**config.mk**
```make
export PLATFORM = sky130hd
export DESIGN_NAME = elm_hidden_ctrl
export DESIGN_NICKNAME = d
export VERILOG_FILES = /design/src/rtl/elm_hidden_ctrl.sv
export SDC_FILE = /design/constraint.sdc
export NUM_CORES = 1
export LEC_CHECK = 0
export ABC_AREA = 1
export ABC_CLOCK_PERIOD_IN_PS = 1340
export BUFFER_PORTS_ARGS = -buffer_cell sky130_fd_sc_hd__buf_2
export CORE_MARGIN = 2
export CORE_UTILIZATION = 32
export DETAILED_ROUTE_END_ITERATION = 16
export PLACE_DENSITY = 0.61
export SKIP_LAST_GASP = 1
export SYNTH_ARGS = -nofsm -noshare
export SYNTH_HDL_FRONTEND = slang
export SYNTH_SLANG_ARGS = --single-unit
```
**constraint.sdc**
```tcl
create_clock -name clk -period 1.34 [get_ports clk]
set_input_delay 0 -clock clk [delete_from_list [all_inputs] [get_ports clk]]
set_output_delay 0 -clock clk [all_outputs]
set_load 0.005 [all_outputs]
```
**src/rtl/elm_hidden_ctrl.sv**
```systemverilog
// Sequencer for the ELM hidden layer: walks N_INPUTS samples per neuron for N_NEURONS neurons.
// Optional abort port is enabled by defining ELM_ABORT_EN.
module elm_hidden_ctrl #(
    parameter  int N_INPUTS  = 256,
    parameter  int N_NEURONS = 64,
    localparam int IW        = (N_INPUTS  > 1) ? $clog2(N_INPUTS)  : 1,
    localparam int NW        = (N_NEURONS > 1) ? $clog2(N_NEURONS) : 1
) (
    input  logic          clk,
    input  logic          rst,
    input  logic          start,
    input  logic          in_valid,
    input  logic          out_ready,
`ifdef ELM_ABORT_EN
    input  logic          abort,
`endif
    output logic          in_ready,
    output logic          acc_load,
    output logic          en_lfsr,
    output logic          acc_rst,
    output logic          rst_lfsr,
    output logic          per_load,
    output logic          out_valid,
    output logic [NW-1:0] neuron_idx,
    output logic [IW-1:0] input_idx,
    output logic          busy,
    output logic          done
);

    typedef enum logic [2:0] {
        IDLE     = 3'd0,
        SETTING  = 3'd1,
        PROCESS  = 3'd2,
        LOADING  = 3'd3,
        WAIT_OUT = 3'd4,
        DONE     = 3'd5
    } state_t;

    localparam logic [IW-1:0] LAST_IN  = IW'(N_INPUTS - 1);
    localparam logic [NW-1:0] LAST_NRN = NW'(N_NEURONS - 1);

    state_t          state_q, state_d;
    logic [IW-1:0]   in_idx_q, in_idx_d;
    logic [NW-1:0]   nrn_idx_q, nrn_idx_d;
    logic            hs;

    assign hs = in_valid & in_ready;

    // NOTE: reset is synchronous here, so it lives inside the clocked branch, not the sensitivity list.
    always_ff @(posedge clk) begin
        if (rst) begin
            state_q   <= IDLE;
            in_idx_q  <= '0;
            nrn_idx_q <= '0;
        end else begin
            state_q   <= state_d;
            in_idx_q  <= in_idx_d;
            nrn_idx_q <= nrn_idx_d;
        end
    end

    // NOTE: every variable gets a default before the case so no path can infer a latch.
    always_comb begin
        state_d   = state_q;
        in_idx_d  = in_idx_q;
        nrn_idx_d = nrn_idx_q;
        case (state_q)
            IDLE, DONE: begin
                in_idx_d  = '0;
                nrn_idx_d = '0;
                if (start) state_d = SETTING;
            end
            SETTING: begin
                in_idx_d  = '0;
                nrn_idx_d = '0;
                state_d   = PROCESS;
            end
            PROCESS: begin
                if (hs) begin
                    if (in_idx_q == LAST_IN) begin
                        in_idx_d = '0;
                        state_d  = LOADING;
                    end else begin
                        in_idx_d = in_idx_q + IW'(1);
                    end
                end
            end
            LOADING: state_d = WAIT_OUT;
            WAIT_OUT: begin
                if (out_ready) begin
                    if (nrn_idx_q == LAST_NRN) begin
                        nrn_idx_d = '0;
                        state_d   = DONE;
                    end else begin
                        nrn_idx_d = nrn_idx_q + NW'(1);
                        state_d   = PROCESS;
                    end
                end
            end
            default: begin
                state_d   = IDLE;
                in_idx_d  = '0;
                nrn_idx_d = '0;
            end
        endcase
`ifdef ELM_ABORT_EN
        // Abort ranks just below rst and discards the run in progress.
        if (abort && (state_q != IDLE)) begin
            state_d   = IDLE;
            in_idx_d  = '0;
            nrn_idx_d = '0;
        end
`endif
    end

    always_comb begin
        in_ready  = 1'b0;
        acc_rst   = 1'b0;
        rst_lfsr  = 1'b0;
        per_load  = 1'b0;
        out_valid = 1'b0;
        busy      = 1'b0;
        done      = 1'b0;
        case (state_q)
            SETTING: begin
                acc_rst = 1'b1;
                busy    = 1'b1;
            end
            PROCESS: begin
                in_ready = 1'b1;
                busy     = 1'b1;
            end
            LOADING: begin
                per_load = 1'b1;
                busy     = 1'b1;
            end
            WAIT_OUT: begin
                out_valid = 1'b1;
                acc_rst   = 1'b1;
                busy      = 1'b1;
            end
            DONE: begin
                done     = 1'b1;
                rst_lfsr = 1'b1;
                acc_rst  = 1'b1;
            end
            default: begin
                rst_lfsr = 1'b1;
                acc_rst  = 1'b1;
            end
        endcase
    end

    // Accumulate and LFSR advance are the only outputs that follow the live handshake.
    assign acc_load   = hs;
    assign en_lfsr    = hs;
    assign neuron_idx = nrn_idx_q;
    assign input_idx  = in_idx_q;

endmodule
```
==> metrics <==
outcome finished, final reports clean; slowest stage cell, crit path dfxtp_4; via count 1244; Crit path required time 1.57 ns; first-pass GRT wire length 4460 um; Fin. Hold Viols 0; cell mode on critical path nand2_4; Leak 0.735 nW; Die Wd 62.1 um; Remaining DRCs 0; most common cell after layout, fill and taps aside nand2_1; Initial Utilization 32.8%; Die Y-Extent 62.1 um; Port Buf Inserts 27; Cell Pwr Density 1590 mW/mm2; Design Area, Final 0.00161 mm2; highest metal used met4; Met1 Routed Length 1360 um; TritonRoute pass-1 iters 4; Netlist Area Pre-Place 0.00108 mm2; Yosys reg bits 17; Placed Area 0.00140 mm2; min Tclk post-route 1.30 ns; WL met3 74 um; Hold Slack 0.124 ns; worst path cell trace inv_4, nand2_4, nor2_4, nand2_4, nand2_4, inv_4, nand2_2, nand3_1, nor2_1; Site Rows 21; RSZ-0062 raised after global routing true; RePlAce Congestion 0.822; relative slew slack 83.4%; CP endpoint kind register; crit path kind reg -> reg; crit-path leading delay family simple AND/OR/NAND/NOR gates; HPWL Detailed 2110 um; Area growth syn-to-layout 49.3%; skew final 0.00311 ns; post-synthesis sequential area ratio 31.6%; Sum Neg Setup Slack 0 ns; maximum vdd drop 627 uV; Vias/cell 4.59; Slew Limit Fails 0; MaxCap Viol Count 0; FMAX 769 MHz; largest net degree at the start of global routing 10; CTS Sinks 17; worst-path maximum fanout 7; CTS tree built; fin nets 233; post-synthesis net count 177; n_diodes 0; Hold Path Cell Cnt 5; Bufs and invs on worst path 2; syn avg cell area 6.34 um2; H-tree Lvls 1; total track usage 15.6%; worst-skew pair later-pin latency 0.29 ns; Antenna Nets Post-Route 0; crit path DAT 1.53 ns; Final setup viols 0; Detail Route met2 WL 1520 um; period utilisation layout 97.1%; die area 0.00385 mm2; TritonCTS Buffers 3; number of global-route vias before repair 1069; most frequent cells in the layout nand2_1, buf_2, buf_4; Syn. warnings 0; clock root buffer clkbuf_4; Hold WC Path Type in -> reg; crit start category register; Detailed Route WL 3000 um; Crit path depth 9; I/O pin cnt 28; Worst Max-Slew Pin Slew 0.246 ns; core box area 0.00328 mm2; fillcell total 322; Final Util 49.0%; number of DRC markers in iteration 0 56; initial antenna violation count 0; WL per Instance 11.1 um; FF-to-FF path depth 9; total global routing overflow 0; CP peak stage delay 0.38 ns; Synth Instances 170; Clk pin slew, worst setup/hold paths 0.10 ns; fraction of layout cells with a size suffix above 1 44.4%; Yosys cell types 24; Max Root-Sink Buffers 2
stage by stage:
step / setup slack, ns / power, mW / instances
floorplan: 0.0128 / 1.52 / 170
global placement: -0.0450 / 1.97 / 260
detailed placement: -0.0372 / 1.97 / 260
CTS: -0.0104 / 2.39 / 267
global route: -0.0614 / 2.81 / 271
finish: 0.0393 / 2.57 / 271
where the power goes:
group          switching (mW)  internal [mW]  total [mW]
Combinational           0.882          0.719        1.60
Sequential             0.0912          0.594       0.685
Clock                   0.164          0.116       0.280
final cells by class:
| class | instances | area [um2] | area share, % |
|---|---|---|---|
| clock buffers | 4 | 26.3 | 1.63 |
| multi-input cells | 131 | 732 | 45.5 |
| flip-flops and latches | 17 | 360 | 22.4 |
| inverters | 19 | 81.3 | 5.05 |
| repair buffers | 54 | 353 | 21.9 |
| well taps | 46 | 57.6 | 3.57 |
registers in the layout, summed over array words and instances (netlist names):
register    count
input_idx       8
neuron_idx      6
state_q         3
worst min-delay path, cell delays in order:
cell	delay [ns]
buf_2	0.10
inv_1	0.07
a21oi_2	0.07
nand3_1	0.08
a21oi_1	0.06
per-layer routing:
layer  global-route usage [%]  vias to the layer above
met5                        0                        -
met4                     4.86                        0
met3                     4.35                        4
met2                     25.9                       16
met1                     19.5                      571
li1                         -                      653
cell families (layout without fill, tap and decap cells):
family	after synthesis	count (layout)	synth area share, %
buffers and inverters	22	77	8.93
AOI/OAI and AO/OA	17	17	8.24
xor gates and xnor gates	2	2	1.62
and+or+nand+nor	110	110	47.3
DFF	17	17	31.6
adders and majority gates	2	2	2.32
what timing repair did:
item | CTS | global route
buffers inserted | 2 | 4
resized for setup | 7 | 34
pin swaps | 1 | 13
setup endpoints to repair | 9 | 21
hold buffers | 1 | 0
hold endpoints to repair | 8 | 0
cloned | 0 | 0
synthesized netlist by cell type, drive strengths merged:
cell | number | area share [%]
nand2 | 56 | 23
nor2 | 31 | 14
inv | 19 | 6.8
nand3 | 19 | 8.8
dfxtp | 17 | 32
a21oi | 12 | 5.6
o21ai | 5 | 2.7
buf | 3 | 2.1
ha | 2 | 2.3
nor3 | 2 | 0.93
nand4 | 1 | 0.58
nor3b | 1 | 0.70
xnor2 | 1 | 0.81
xor2 | 1 | 0.81
final timing paths:
| path | from | to | slack, ns |
|---|---|---|---|
| hold reg to reg | input_idx[2]$_SDFFE_PP0P_ | input_idx[2]$_SDFFE_PP0P_ | 0.51 |
| setup / recovery | state_q[1]$_SDFFE_PP0P_ | neuron_idx[3]$_SDFFE_PP0P_ | 0.04 |
| setup reg to reg | state_q[1]$_SDFFE_PP0P_ | neuron_idx[3]$_SDFFE_PP0P_ | 0.04 |
| hold / removal | start | state_q[0]$_SDFFE_PP0P_ | 0.12 |
(Power assumes the default switching activity.)
